File: src/rtl/fc_mac_seq.sv
// Sequential fully-connected layer: buffers one input vector, then computes
// OUT dot products against a weight ROM, one MAC per cycle.
module fc_mac_seq #(
  parameter  int unsigned WIDTH = 8,
  parameter  int unsigned IN    = 84,
  parameter  int unsigned OUT   = 10,
  localparam int unsigned ZW    = 2 * WIDTH + $clog2(IN),
  localparam int unsigned AW    = $clog2(OUT * IN),
  localparam int unsigned JW    = $clog2(OUT)
) (
  input  logic             clk,
  input  logic             rst_n,
  input  logic             in_valid_i,
  output logic             in_ready_o,
  input  logic [WIDTH-1:0] in_data_i,
  output logic             w_rd_o,
  output logic [AW-1:0]    w_addr_o,
  input  logic [WIDTH-1:0] w_data_i,
  output logic             out_valid_o,
  input  logic             out_ready_i,
  output logic [ZW-1:0]    out_data_o,
  output logic [JW-1:0]    out_idx_o,
  output logic             out_last_o
);

  localparam int unsigned CW = $clog2(IN);

  typedef enum logic [2:0] {
    S_IDLE,
    S_LOAD,
    S_MAC,
    S_FLUSH,
    S_OUT
  } state_e;

  state_e          state_q;
  logic [CW-1:0]   cnt_q;
  logic [CW-1:0]   i_q;
  logic [CW-1:0]   i_d1_q;
  logic            rd_d1_q;
  logic [JW-1:0]   j_q;
  logic [ZW-1:0]   acc_q;
  logic [ZW-1:0]   acc_d;
  logic [ZW-1:0]   prod_d;
  logic            in_ready_q;
  logic            w_rd_q;
  logic [AW-1:0]   w_addr_q;
  logic            out_valid_q;
  logic [ZW-1:0]   out_data_q;
  logic [JW-1:0]   out_idx_q;
  logic            out_last_q;
  logic [WIDTH-1:0] x_buf [IN];

  assign in_ready_o  = in_ready_q;
  assign w_rd_o      = w_rd_q;
  assign w_addr_o    = w_addr_q;
  assign out_valid_o = out_valid_q;
  assign out_data_o  = out_data_q;
  assign out_idx_o   = out_idx_q;
  assign out_last_o  = out_last_q;

  // Product of the weight returned this cycle with the activation it was read for.
  always_comb begin
    prod_d = ZW'(w_data_i) * ZW'(x_buf[i_d1_q]);
    acc_d  = acc_q;
    if (rd_d1_q) begin
      acc_d = acc_q + prod_d;
    end
  end

  // Activation buffer; fully rewritten before every use, so it needs no reset.
  always_ff @(posedge clk) begin
    if (state_q == S_LOAD && in_valid_i && in_ready_q) begin
      x_buf[cnt_q] <= in_data_i;
    end
  end

  // Control FSM with registered outputs and the accumulator datapath.
  always_ff @(posedge clk or negedge rst_n) begin
    if (!rst_n) begin
      state_q     <= S_IDLE;
      cnt_q       <= '0;
      i_q         <= '0;
      i_d1_q      <= '0;
      rd_d1_q     <= 1'b0;
      j_q         <= '0;
      acc_q       <= '0;
      in_ready_q  <= 1'b0;
      w_rd_q      <= 1'b0;
      w_addr_q    <= '0;
      out_valid_q <= 1'b0;
      out_data_q  <= '0;
      out_idx_q   <= '0;
      out_last_q  <= 1'b0;
    end else begin
      rd_d1_q <= w_rd_q;
      i_d1_q  <= i_q;
      acc_q   <= acc_d;
      case (state_q)
        S_IDLE: begin
          state_q    <= S_LOAD;
          in_ready_q <= 1'b1;
        end
        S_LOAD: begin
          if (in_valid_i && in_ready_q) begin
            cnt_q <= cnt_q + CW'(1);
            if (cnt_q == CW'(IN - 1)) begin
              state_q    <= S_MAC;
              in_ready_q <= 1'b0;
              i_q        <= '0;
              j_q        <= '0;
              w_rd_q     <= 1'b1;
              w_addr_q   <= '0;
              acc_q      <= '0;
            end
          end
        end
        S_MAC: begin
          if (i_q == CW'(IN - 1)) begin
            state_q  <= S_FLUSH;
            i_q      <= '0;
            w_rd_q   <= 1'b0;
            w_addr_q <= '0;
          end else begin
            i_q      <= i_q + CW'(1);
            w_addr_q <= w_addr_q + AW'(1);
          end
        end
        S_FLUSH: begin
          state_q     <= S_OUT;
          out_valid_q <= 1'b1;
          out_data_q  <= acc_d;
          out_idx_q   <= j_q;
          out_last_q  <= (j_q == JW'(OUT - 1));
        end
        S_OUT: begin
          if (out_ready_i) begin
            out_valid_q <= 1'b0;
            out_last_q  <= 1'b0;
            if (j_q == JW'(OUT - 1)) begin
              state_q    <= S_LOAD;
              j_q        <= '0;
              cnt_q      <= '0;
              in_ready_q <= 1'b1;
            end else begin
              state_q  <= S_MAC;
              j_q      <= j_q + JW'(1);
              i_q      <= '0;
              w_rd_q   <= 1'b1;
              w_addr_q <= AW'((32'(j_q) + 32'd1) * IN);
              acc_q    <= '0;
            end
          end
        end
        default: begin
          state_q <= S_IDLE;
        end
      endcase
    end
  end

endmodule

File: config.mk
export PLATFORM = sky130hd
export DESIGN_NAME = fc_mac_seq
export DESIGN_NICKNAME = d
export VERILOG_FILES = /design/src/rtl/fc_mac_seq.sv
export SDC_FILE = /design/constraint.sdc
export NUM_CORES = 1
export LEC_CHECK = 0
export CAP_MARGIN = 20
export CORE_AREA = 2 2 384 386
export DETAILED_ROUTE_END_ITERATION = 10
export DIE_AREA = 0 0 386 388
export HOLD_SLACK_MARGIN = 0.15
export SLEW_MARGIN = 40
export SYNTH_ARGS = -nofsm -noshare
export SYNTH_HDL_FRONTEND = slang
export SYNTH_SLANG_ARGS = --single-unit
File: constraint.sdc
create_clock -name clk -period 14.26 [get_ports clk]
set_clock_uncertainty 0.05 [all_clocks]
set_input_delay 2.852 -clock clk [delete_from_list [all_inputs] [get_ports clk]]
set_output_delay 2.852 -clock clk [all_outputs]
set_load 0.005 [all_outputs]
Word level (Yosys, flattened, before mapping). Memory sizes are Yosys's and may differ from the RTL's. Cells that the tools add are included.

Register bits after elaboration: 93. Memory bits (writable): 672. Word-level logic and storage cells: 100. Memories: 1.

Memories: x_buf (depth 84, width 8, read ports 1, clocked after Yosys merged registers in 0, wr ports 1, line 52) `logic [WIDTH-1:0] x_buf [IN];`.

$add $sub $neg: 6. $mul: 2. Eq/ne operators: 13. Mux-type cells: 49. Reduce and logical (&&, ||, !) cells: 15.

Operators with widths (count): 23-bit 2-to-1 mux (5); 7-bit 2-to-1 mux (8); 10-bit 2-to-1 mux (5); 23-bit case mux with 2 select lines (1); 10-bit case mux with 3 select lines (1); 23-bit by 16-bit adder with 23-bit output (1); 7-bit case mux with 3 select lines (1); 8-bit by 8-bit multiplier with 16-bit output (1); 4-bit 2-to-1 mux (4); 3-bit case mux with 5 select lines (1); 7-bit by 1-bit adder with 7-bit output (second input constant) (2); 7-bit == test (second input constant) (2); 7-bit case mux with 2 select lines (1); 1-bit 2-to-1 mux (12); 3-bit 2-to-1 mux (4); 4-bit AND reduction (3); 10-bit by 1-bit adder with 10-bit output (second input constant) (1); 5-bit AND reduction (2); 5-bit by 5-bit multiplier with 8-bit output (second input constant) (1); 2-bit != test (second input constant) (4); 4-bit case mux with 2 select lines (1); 3-bit by 2-bit == test with 1-bit output (second input constant) (2); 1-bit case mux with 3 select lines (2); 6-bit AND reduction (1); other kinds (13) (19).

Logic depth before layout (Yosys ltp). An unclocked memory read counts as a cell.

Depth in word-level cells: 7. Mapped depth: 28. Mapped depth without buffers: 23.

Worst setup path before layout. Ideal clock, no wire load.

Path kind: input -> register. Start point: input w_data_i[5]. End point: register out_data_q[22] (netlist: out_data_o[22]). Setup time: 0.082 ns. Arrival time: 6.801 ns. Required time: 14.128 ns. Slack: 7.327 ns. Cell stages on the path: 16. Path through: inv_1 -> nor3_1 -> fa_1 -> fa_1 -> inv_1 -> fa_1 -> fa_1 -> inv_1 -> ha_1 -> clkbuf_1 -> nand3_1 -> a211o_1 -> a21oi_1 -> nor2_1 -> or4_1 -> a31oi_1.

Cells in the longest elaborated chain, start to end: 3.

RTL lines: from (decl) (line 18) `input logic [WIDTH-1:0] w_data_i,`; 8-bit by 8-bit multiplier with 16-bit output (line 64) `prod_d = ZW'(w_data_i) * ZW'(x_buf[i_d1_q]);`; 23-bit by 16-bit adder with 23-bit output (line 67) `acc_d = acc_q + prod_d;`; 23-bit 2-to-1 mux (line 66) `if (rd_d1_q) begin`; to (signal assigned) (line 92) `out_data_q <= '0;`; to (signal assigned) (line 132) `out_data_q <= acc_d;`; to (decl) (line 49) `logic [ZW-1:0] out_data_q;`.

Every way passes these cells. A chain may end at the register's enable or synchronous reset.

Worst setup path in the final report.
Start point: register i_d1_q[2]. End point: register out_data_q[21] (netlist: out_data_o[21]).

Cells in the longest elaborated chain, start to end: 4.

RTL lines: from (decl) (line 39) `logic [CW-1:0] i_d1_q;`; from (signal assigned) (line 97) `i_d1_q <= i_q;`; memory read 84 x 8 bit; 8-bit by 8-bit multiplier with 16-bit output (line 64); 23-bit by 16-bit adder with 23-bit output (line 67); 23-bit 2-to-1 mux (line 66).

Every way passes these cells.

==> impl_summary.txt <==
----------------------------------------------------
[Status]
  Status ... complete, no violations

[Global routing]
  Initial antenna violation count ... 3
  Pin count of the biggest net entering global routing ... 85
  Met2 Track Usage GR ... 0.163
  First-pass GRT wire length ... 117000 um
  Vias in the first global route ... 17922
  Global-route congestion overflow total ... 0
  Busiest grt layer ... met2
  Global routing usage summed across all routing layers ... 0.102
  Met3 GRT Util ... 0.0209
  Routing usage on met1 ... 0.142

[Timing]
  Pins over their slew limit ... 0
  RSZ-0062 raised after global routing ... no
  Min Clock Period, post-route ... 7.91 ns
  Min setup slack post-route ... 6.35 ns
  Count of final hold-check violations ... 0
  TNS Setup ... 0 ns
  Setup-failing EPs final ... 0
  Period Utilization, post-route ... 0.555
  Pin slew with the least headroom to its limit ... ~0.84 ns
  Worst slew margin relative to its limit ... 0.437
  Final-layout worst hold slack ... 0.366 ns
  Maximum frequency from static timing analysis ... 0.126 GHz

[Floorplan]
  Full die area ... roughly 150000 um^2
  Standard-cell row count ... 140
  Number of placed I/O pins ... 61
  Initial core utilization ... 0.229
  Die width ... between 300 and 400 um
  Core area ... 145000 um^2
  Chip Height ... 388 um

[Clocking]
  CTS tree ... yes
  Clock transition time at the flip-flop clock pins of the worst setup and hold paths ... around 0.070 ns
  Number of buffers inserted to repair setup after CTS ... 0
  Maximum buffer depth of the clock tree ... 3
  Clock H-tree levels ... 3
  Count of instances resized after the clock tree is built ... 0
  Number of buffers added by the clock tree synthesis step ... 77
  # hold bufs at CTS ... 0
  TritonCTS sink count ... 765
  Clock latency on the worst-skew pair ... 0.65 ns
  CTS root buffer ... clkbuf_16

[Synth]
  Area share of the largest cell type after synthesis ... 0.606
  Ranking of synthesized cells by area ... edfxtp_1 61%, mux4_2 8.5%, dfrtp_1 7.0%
  #FFs+latches synth ... 765
  Cell area after synthesis ... 33300 um^2
  Synthesized Nets ... 2087
  Sequential-to-total area share from yosys stat ... 0.676
  Most frequent cell after synthesis ... edfxtp_1
  Share of synthesized flip-flops with an asynchronous set or reset ... 0.122
  Yosys Warn Count ... 0
  Top cells by count, synth ... 672 x edfxtp_1, 156 x nor2_1, 126 x mux4_2
  Count of cell types in the netlist ... 76
  Syn avg cell area ... 17.0 um^2
  Library cell with the largest summed area after synthesis ... edfxtp_1
  Number of enable flip-flop cells after synthesis ... 672
  Flip-flop cell with the highest count after synthesis ... edfxtp_1
  Gate count of the mapped netlist ... between 1500 and 2000

[Worst setup path]
  Setup slack, reg-to-reg ... around 6.3 ns
  Category of the worst setup path launch point ... register
  Worst endpoint required time ... approximately 15 ns
  Logic depth of the worst register-to-register path ... 20
  Classification of the worst setup path ... reg2reg
  Critical Path AT ... 8.34 ns
  Highest net fanout along the worst path ... 51
  Sort of element at the end of the critical path ... register

[Drt]
  Pre-antenna DRT Iters ... 5
  Final antenna-violating net count ... 0
  Wire length per cell after detailed routing ... 19.3 um
  Total number of vias ... 17556
  Drc violations ... 0
  Routed wire length ... 77400 um
  Ratio of routed vias to standard cells ... 4.38
  Starting DRC count in detailed routing ... between 1500 and 2000

[Finish]
  Ratio of cells with drive above 1 in the final layout ... 0.166
  FILL cells ... about 15000
  Total number of nets in the final design ... roughly 2200
  Final cell area excluding filler cells ... 38400 um^2
  Filler-free cell count of the finished design ... 4012
  Number of inserted diodes ... 0
  Area Overhead vs Synth ... 15.2%

[Placed design]
  Count of input and output buffers ... 60
  Detailed-placement wirelength estimate ... approximately 50000 um
  Placed Cells incl. Taps ... 3868
  Place WS ... ~6.1 ns
  Routability Congestion ... just over 0.8
  Placed cell areas ... 35900 um^2

[Power and ir drop]
  P_leak ... around 13 nW
  Power density cells ... 132 nW/um^2
  Worst IR Drop VDD ... between 80 and 90 uV

[Min path]
  Class of the tightest hold or removal check ... reg2reg
  Number of cells on the worst hold path ... 0

[Run]
  Number of max-capacitance violations reported ... 0

----------------------------------------------------
## flip-flops by register name, summed over array words and instances (netlist names), 3 cells and up
name	cells
j_q	4
i_q	7
out_data_o	23
state_q	3
acc_q	23
cnt_q	7
x_buf	672
out_idx_o	4
i_d1_q	7
w_addr_o	10
## layout make-up
type | instances | area (um^2) | share of cell area
clock buffer | 103 | 2110 | 0.0550
tap | 1917 | 2400 | 0.0625
sequential | 765 | 22500 | 0.587
multi-input combinational | 993 | 9830 | 0.256
inverter | 114 | 428 | 0.0112
clock inverter | 40 | 313 | 0.00815
timing repair buffer | 80 | 771 | 0.0201
## metal layers
layer,vias to the layer above,wire length [um]
met5,-,0
met4,0,1620
met3,108,4680
met2,516,36700
met1,9190,34500
li1,7742,-
## kinds of logic (layout without fill, tap and decap cells)
logic type,after synthesis,count (layout),share of synthesized area
XOR/XNOR,27,27,0.00710
flip-flops,765,765,0.676
AO/OA/AOI/OAI,216,216,0.0424
AND/OR/NAND/NOR,450,450,0.0633
buffers and inverters,203,337,0.0334
adder cells (fa/ha/maj),106,106,0.0513
multiplexers,194,194,0.126
## worst max-delay path: stages, from the launching register on
cell	delay (ns)
dfrtp_4	0.83
buf_4	0.73
mux4_1	0.34
o22ai_1	0.15
o41ai_2	0.69
nand3_2	0.43
nor2_1	0.26
nand2_1	0.10
fa_1	0.52
fa_1	0.49
inv_1	0.06
fa_1	0.51
fa_1	0.42
ha_1	0.35
a21o_1	0.22
a221oi_1	0.69
a21o_1	0.26
a31oi_1	0.14
nand3_1	0.13
xor2_1	0.18
o21ai_0	0.11
## report_power, final
| part | switching [mW] | internal [mW] | total [mW] |
|---|---|---|---|
| clock | 0.871 | 1.09 | 1.96 |
| combinational | 0.376 | 0.196 | 0.572 |
| sequential | 0.0368 | 2.50 | 2.54 |
## through the flow
step	total power [mW]	util
final	5.07	0.264
after CTS	5.12	0.264
after floorplan	2.95	-
after global placement	3.14	0.246
after detailed placement	3.16	0.247
after global routing	5.28	0.264
## path summary, 6_finish.rpt
| kind | start | to |
|---|---|---|
| worst max-delay path | i_d1_q[2] | out_data_o[21] |
| worst min-delay path | w_rd_o | rd_d1_q |
| worst max register to register | i_d1_q[2] | out_data_o[21] |
| worst min register to register | w_rd_o | rd_d1_q |
| max in group asynchronous | rst_n | i_d1_q[2] |
| min in group asynchronous | rst_n | out_data_o[5] |
## cells in the final DEF (no fill, tap or decap), types with 12 or more instances in the layout
cell type	count
dfrtp_1	90
nor2b_1	15
fa_1	51
nor2_2	44
clkinv_1	16
edfxtp_1	672
inv_1	114
xor2_1	12
xnor2_1	15
a21oi_1	30
o22ai_1	46
nand3_1	34
clkbuf_16	80
clkbuf_1	21
o21ai_0	69
nand2_1	116
clkdlybuf4s50_1	51
nor3_1	36
nor2_1	121
mux4_2	126
and3_1	17
ha_1	55
mux2i_1	20
mux4_1	42
(Power assumes the default switching activity.)
